==> src/rtl/audio_pcm_sched.sv <==
// Purpose : paces PCM playback with a phase accumulator and unpacks 1-4 FIFO bytes per due
//           frame into left-justified signed L/R samples for the I2S DAC.
// Latency : a frame is due on the cycle after next_sample; N fetch cycles + 1 load cycle (N = 1..4).
// Backpres: pops only while the show-ahead FIFO is non-empty; running dry mid-frame aborts the
//           frame, zeroes both samples and sets the sticky underrun flag.
//
// Ports   : clk, rst (async, active-high)
//           next_sample  - frame request from the DAC interface (1-cycle pulse)
//           cfg_rate     - playback rate, 2**ACC_W = one frame per request, 0 = paused
//           cfg_16bit    - 16-bit little-endian samples (else 8-bit)
//           cfg_stereo   - interleaved L/R (else mono, duplicated to both channels)
//           underrun_clr - clears the sticky underrun flag
//           fifo_rddata / fifo_empty / fifo_rd - show-ahead PCM FIFO read side
//           left_data / right_data - samples to the DAC
//           underrun     - sticky FIFO-empty-during-fetch flag
//           busy         - frame fetch or load in progress
module audio_pcm_sched #(
    parameter int ACC_W    = 7,
    parameter int SAMPLE_W = 24
) (
    input  logic                clk,
    input  logic                rst,
    input  logic                next_sample,
    input  logic [ACC_W:0]      cfg_rate,
    input  logic                cfg_16bit,
    input  logic                cfg_stereo,
    input  logic                underrun_clr,
    input  logic [7:0]          fifo_rddata,
    input  logic                fifo_empty,
    output logic                fifo_rd,
    output logic [SAMPLE_W-1:0] left_data,
    output logic [SAMPLE_W-1:0] right_data,
    output logic                underrun,
    output logic                busy
);

    typedef enum logic [1:0] {
        IDLE  = 2'd0,
        FETCH = 2'd1,
        LOAD  = 2'd2
    } state_t;

    localparam logic [ACC_W:0] FULL_SCALE = {1'b1, {ACC_W{1'b0}}};

    state_t              state;
    state_t              state_nxt;
    logic [ACC_W-1:0]    acc;
    logic [ACC_W:0]      rate_eff;
    logic [ACC_W:0]      sum;
    logic                carry;
    logic                start;
    logic                abort;
    logic                fmt16;
    logic                stereo;
    logic [1:0]          k;
    logic [1:0]          k_last;
    logic [3:0][7:0]     byte_q;
    logic [15:0]         word_l;
    logic [15:0]         word_r;
    logic [SAMPLE_W-1:0] samp_l;
    logic [SAMPLE_W-1:0] samp_r;

    // Rates above full scale would wrap the accumulator sum, so clamp them.
    assign rate_eff = (cfg_rate > FULL_SCALE) ? FULL_SCALE : cfg_rate;
    assign sum      = {1'b0, acc} + rate_eff;
    assign carry    = next_sample & sum[ACC_W];
    // A carry arriving while a frame is still in flight is simply lost.
    assign start    = carry && (state == IDLE);
    assign abort    = (state == FETCH) && fifo_empty;

    assign fifo_rd  = (state == FETCH) && !fifo_empty;
    assign busy     = (state != IDLE);

    // Index of the final byte of the frame: 8m=0, 8s=1, 16m=1, 16s=3.
    assign k_last   = {fmt16 & stereo, fmt16 | stereo};

    // Byte slots: 8-bit uses b0 (L) / b1 (R); 16-bit uses b1:b0 (L) / b3:b2 (R).
    assign word_l   = fmt16 ? {byte_q[1], byte_q[0]} : {byte_q[0], 8'h00};
    assign word_r   = fmt16 ? {byte_q[3], byte_q[2]} : {byte_q[1], 8'h00};
    assign samp_l   = SAMPLE_W'(word_l) << (SAMPLE_W - 16);
    assign samp_r   = stereo ? (SAMPLE_W'(word_r) << (SAMPLE_W - 16)) : samp_l;

    always_ff @(posedge clk or posedge rst) begin
        if (rst) begin
            acc <= '0;
        end else if (next_sample) begin
            acc <= sum[ACC_W-1:0];
        end
    end

    always_ff @(posedge clk or posedge rst) begin
        if (rst) begin
            state <= IDLE;
        end else begin
            state <= state_nxt;
        end
    end

    always_comb begin
        state_nxt = state;
        case (state)
            IDLE: begin
                if (start) begin
                    state_nxt = FETCH;
                end
            end
            FETCH: begin
                if (fifo_empty) begin
                    state_nxt = IDLE;
                end else if (k == k_last) begin
                    state_nxt = LOAD;
                end
            end
            LOAD: begin
                state_nxt = IDLE;
            end
            default: begin
                state_nxt = IDLE;
            end
        endcase
    end

    always_ff @(posedge clk or posedge rst) begin
        if (rst) begin
            fmt16      <= 1'b0;
            stereo     <= 1'b0;
            k          <= 2'd0;
            byte_q     <= '0;
            left_data  <= '0;
            right_data <= '0;
            underrun   <= 1'b0;
        end else begin
            // Format is frozen for the whole frame; later config edits wait for the next one.
            if (start) begin
                fmt16  <= cfg_16bit;
                stereo <= cfg_stereo;
                k      <= 2'd0;
            end
            if (fifo_rd) begin
                byte_q[k] <= fifo_rddata;
                k         <= k + 2'd1;
            end
            // Setting has priority over a coincident clear.
            if (abort) begin
                underrun <= 1'b1;
            end else if (underrun_clr) begin
                underrun <= 1'b0;
            end
            if (abort) begin
                left_data  <= '0;
                right_data <= '0;
            end else if (state == LOAD) begin
                left_data  <= samp_l;
                right_data <= samp_r;
            end
        end
    end

endmodule

==> config.mk <==
export PLATFORM = sky130hd
export DESIGN_NAME = audio_pcm_sched
export DESIGN_NICKNAME = d
export VERILOG_FILES = /design/src/rtl/audio_pcm_sched.sv
export SDC_FILE = /design/constraint.sdc
export NUM_CORES = 1
export LEC_CHECK = 0
export BUFFER_PORTS_ARGS = -buffer_cell sky130_fd_sc_hd__buf_2
export CORE_MARGIN = 4
export CORE_UTILIZATION = 52
export CTS_BUF_LIST = sky130_fd_sc_hd__clkbuf_8
export DETAILED_ROUTE_END_ITERATION = 16
export GPL_TIMING_DRIVEN = 0
export HOLD_SLACK_MARGIN = 0.08
export PLACE_DENSITY = 0.79
export SYNTH_ARGS = -nofsm -noshare
export SYNTH_HDL_FRONTEND = slang
export SYNTH_SLANG_ARGS = --single-unit
==> constraint.sdc <==
create_clock -name clk -period 2.4 [get_ports clk]
set_clock_uncertainty 0.1 [all_clocks]
set_input_delay 0.48 -clock clk [delete_from_list [all_inputs] [get_ports clk]]
set_output_delay 0.48 -clock clk [all_outputs]
set_load 0.02 [all_outputs]
* Word level (Yosys, flattened, before mapping)
Index checks and enable logic that the tools add are counted.
Storage, ports and cells: bits in registers 94, word-level logic and storage cells 55, output and inout port bits 51, input bits 23
Operators by class: reduce and logical (&&, ||, !) cells 11, bitwise operators 3, mux-type cells 19, add/subtract/negate cells 2, $lt $le $gt $ge 3, equal/unequal tests 5
Operators by type and width (count):
- 2-to-1 mux 24 bit | 5
- bitwise mux 32 bit | 1
- 2-to-1 mux 16 bit | 2
- demux 8 bit (select 2 bit) | 1
- 2-to-1 mux 8 bit | 2
- 2-to-1 mux 2 bit | 5
- adder 7 x 8 -> 8 bit | 1
- greater-than comparator 8 bit (second input constant) | 1
- nonzero test 2 bit | 4
- logical AND 1 bit | 4
- case mux 2 bit (2 select lines) | 1
- < comparator 2 x 3 -> 1 bit (second input constant) | 1
- != test 3 x 2 -> 1 bit (second input constant) | 1
- adder 2 x 1 -> 2 bit (second input constant) | 1
- bitwise AND 1 bit | 2
- equality test 2 x 1 -> 1 bit (second input constant) | 1
- equality test 2 bit | 1
- equality test 2 bit (second input constant) | 1
- >= comparator 2 x 1 -> 1 bit (second input constant) | 1
- zero test 2 bit | 1
- 2-to-1 mux 1 bit | 2
- != test 2 bit (second input constant) | 1
- AND reduction 2 bit | 1
- zero test 1 bit | 1
- OR 1 bit | 1

* Logic depth before layout (Yosys ltp)
depth after elaboration 7, mapped depth 9

* Least setup slack after synthesis
Ideal clock, no wire load.
path type input to register, start input port cfg_rate[7], end register fmt16, arrival 2.108 ns, buffers on the path 0, slack 0.067 ns, cell stages on the path 8, path through nand2b_1 inv_1 ha_1 a211oi_2 nor3_2 o31a_1 nor2_4 mux2_4
On the way: longest elaborated chain between the ends 5
RTL lines:
- start: declaration | line 24 | input logic [ACC_W:0] cfg_rate,
- greater-than comparator 8 bit | line 64 | assign rate_eff = (cfg_rate > FULL_SCALE) ? FULL_SCALE : cfg_rate;
- 2-to-1 mux 8 bit (*) | line 64
- adder 7 x 8 -> 8 bit (*) | line 65 | assign sum = {1'b0, acc} + rate_eff;
- bitwise AND 1 bit (*) | line 66 | assign carry = next_sample & sum[ACC_W];
- logical AND 1 bit (*) | line 68 | assign start = carry && (state == IDLE);
- end signal: assignment | line 135 | fmt16 <= cfg_16bit;
- end: declaration | line 53 | logic fmt16;
Mark *: on every way between the ends. The rest lies on a longest branch, timed or not. A chain may end at the register's enable or synchronous reset.

* Worst setup path in the final report
Ends and elaborated chain as after synthesis.

==> metrics.cfg <==
[route]
route.detailed.drc=0
avgViaCountPerCell=5.32
drt_iter0_drc=122
dr.pass1.iters=4
wl_um=8410
vias=2779
ant_nets=0
wl_per_cell_um=16.1

[cts]
cts_tree=done
cts_buffer_depth=2
root_buffer=clkbuf_8
clock_sinks=78
cts-htree-levels=3
cts_buffers=9
clkTransAtPathRegs_ns=0.08
cts_hold_buf=0
clock_latency_ns=0.35

[global_route]
grt_pass1_wl_um=13900
grt_overflow=0
grt_usage_pct=20.5
grtUsageMet1_pct=25.0
grtUsageMet3_pct=3.77
grt_max_degree=43
antenna_found_initial=0
first_global_vias=2877
grt_use_met2_pct=35.2
grt_busiest_layer=met2

[critical_path]
crit_path_start_kind=input pin
cp-end-kind=register
crit_buf_inv=2
slowest_delay_ns=0.33
path_max_fanout=9
cp.arrival_ns=2.40
required_ns=2.54
critPathKind=input pin to register
worstPathCellList=buf_2 > nand2b_1 > inv_1 > ha_1 > a211oi_4 > nor3_2 > o31a_1 > nor2_4 > mux2_4
crit_path_top_delay_cell=o31a_1
cp_top_family=compound AO/OA/AOI/OAI gates

[sta]
layout_min_cycle_time_ns=2.26
slew_violations=0
maxSlewHeadroom_pct=47.6
rsz0062_at_grt=no
setup_tns_ns=0
finalHoldViolations=0
worst_pin_slew_ns=0.785
fmax_mhz=442
timing.final.ws_setup_ns=0.137
finalSetupViolCount=0
timing.final.crit_share_pct=94.3

[finish]
nNetsFinal=453
drive_gt1_share_pct=34.3
area_growth_pct=18.0
final_cells=522
fin_util_pct=63.0
antenna_cells=0
final_area_mm2=0.00457

[power_and_ir_drop]
powerDensity_mw_per_mm2=1280
p_leak_uw=0.00230
irDropWorstVdd_mv=0.565

[place]
portBuffers=56
dpl_cell_area_mm2=0.00435
dp_cells=506
preCtsSetupSlack_ns=-0.314
gp_congestion=0.858
dp_hpwl_um=5930

[synthesis]
async_flop_share_pct=100
synth_edf_count=0
netlist_top_cells_area=dfrtp_1 50%, mux2_2 10%, mux2i_1 4.1%, a22o_1 3.8%, buf_4 3.7%
ys_types=43
ys_seq_elements=78
yosysWarnings=0
yosysTopAreaCell=dfrtp_1
synth_common_cells=78 x dfrtp_1, 35 x mux2_2, 21 x nand2_1
synth_ff_type=dfrtp_1
syn-cell-area_mm2=0.00387
synth_top_area_share_pct=50.5
syn_area_per_cell_um2=11.5
seq_area_frac_synth_pct=50.5
netlist_instances=335
synth.most_common_cell=dfrtp_1

[worst_hold_path]
hp-class=input pin to async pin

[floorplan]
die_h_um=94.3
dieArea_mm2=0.00888
die_x_um=94.3
start_util_pct=53.3
fp.coreArea_mm2=0.00725
num_rows=31
io_pins=74

[run_status]
status=completed

[flow_run]
drv_cap=0

## registers in the layout, indices dropped and copies added (netlist names)
register and cells:
right_data 16, byte_q 32, k 2, state 2
underrun 1, left_data 16, acc 7, stereo 1
fmt16 1
## worst paths after layout
check	start	end	slack (ns)	cells past startpoint
min in group clk	fifo_empty	underrun$_DFFE_PP0P_	0.27	2
worst max register to register	acc[1]$_DFFE_PP0P_	fmt16$_DFFE_PP0P_	0.26	6
worst max-delay path	cfg_rate[7]	fmt16$_DFFE_PP0P_	0.14	9
worst min-delay path	rst	left_data[23]$_DFFE_PP0P_	0.16	2
worst min register to register	left_data[18]$_DFFE_PP0P_	left_data[18]$_DFFE_PP0P_	0.38	2
max in group asynchronous	rst	byte_q[11]$_DFFE_PP0P_	1.38	3
## worst register-to-register path, stage by stage, from the launching register on
cell and delay, ns:
dfrtp_1 0.40, ha_1 0.35, a211oi_4 0.27, nor3_2 0.11, o31a_1 0.33, nor2_4 0.17
mux2_4 0.31
## logic make-up after synthesis
logic type / count (synthesis) / share of synthesized area [%]
AOI/OAI and AO/OA: 78 / 13.5
xor gates and xnor gates: 4 / 0.906
adders and majority gates: 12 / 4.08
buffers and inverters: 43 / 6.34
DFF: 78 / 50.5
muxes: 54 / 15.4
other: 1 / 0.0969
and+or+nand+nor: 65 / 9.22
## power breakdown
group          internal (uW)  switching (uW)  total (uW)  leakage [uW]
combinational           1120            1440        2560       0.00119
clock                    494             526        1020     0.0000980
sequential              1880             391        2270       0.00102
total                   3490            2350        5840       0.00230
## routing by layer
layer / vias up / routed length [um]
li1: 1327 / -
met1: 1330 / 3470
met2: 107 / 4210
met3: 15 / 552
met4: 0 / 173
met5: - / 0
## final cells by class
| type | instances | area, um2 |
|---|---|---|
| clock inverter | 7 | 82.6 |
| multi-input combinational | 229 | 1740 |
| clock buffer | 9 | 124 |
| tap | 99 | 124 |
| inverter | 9 | 37.5 |
| sequential | 78 | 1950 |
| timing repair buffer | 57 | 300 |
| buffer | 34 | 211 |
| fill | 598 | 2690 |
## metrics by stage
step | power, uW | hold WS (ns)
finish | 5840 | 0.157
detailed placement | 4820 | 0.366
global route | 6220 | 0.217
CTS | 5860 | 0.179
global placement | 4720 | 0.357
floorplan | 4080 | 0.358
## placed cells by master, fill, tap and decap left out, types with 3 or more instances in the layout
cell type    n
dfrtp_1     78
buf_2       66
mux2_2      35
nand2_1     21
o21ai_0     20
buf_4       19
a21oi_1     18
nor2b_1     17
a22o_1      17
mux2i_1     16
conb_1      16
ha_1        11
a211oi_1    10
clkbuf_8     9
nor2_1       8
inv_1        8
and2_1       5
nor3_1       3
xnor2_1      3
a21o_1       3
clkbuf_1     3
clkinvlp_4   3
## what timing repair did
item,CTS,global route
gates resized for setup,0,1
endpoints found under the setup margin,0,2
endpoints found under the hold margin,0,0
setup buffers,0,0
Power figures use the tool's default switching activity.
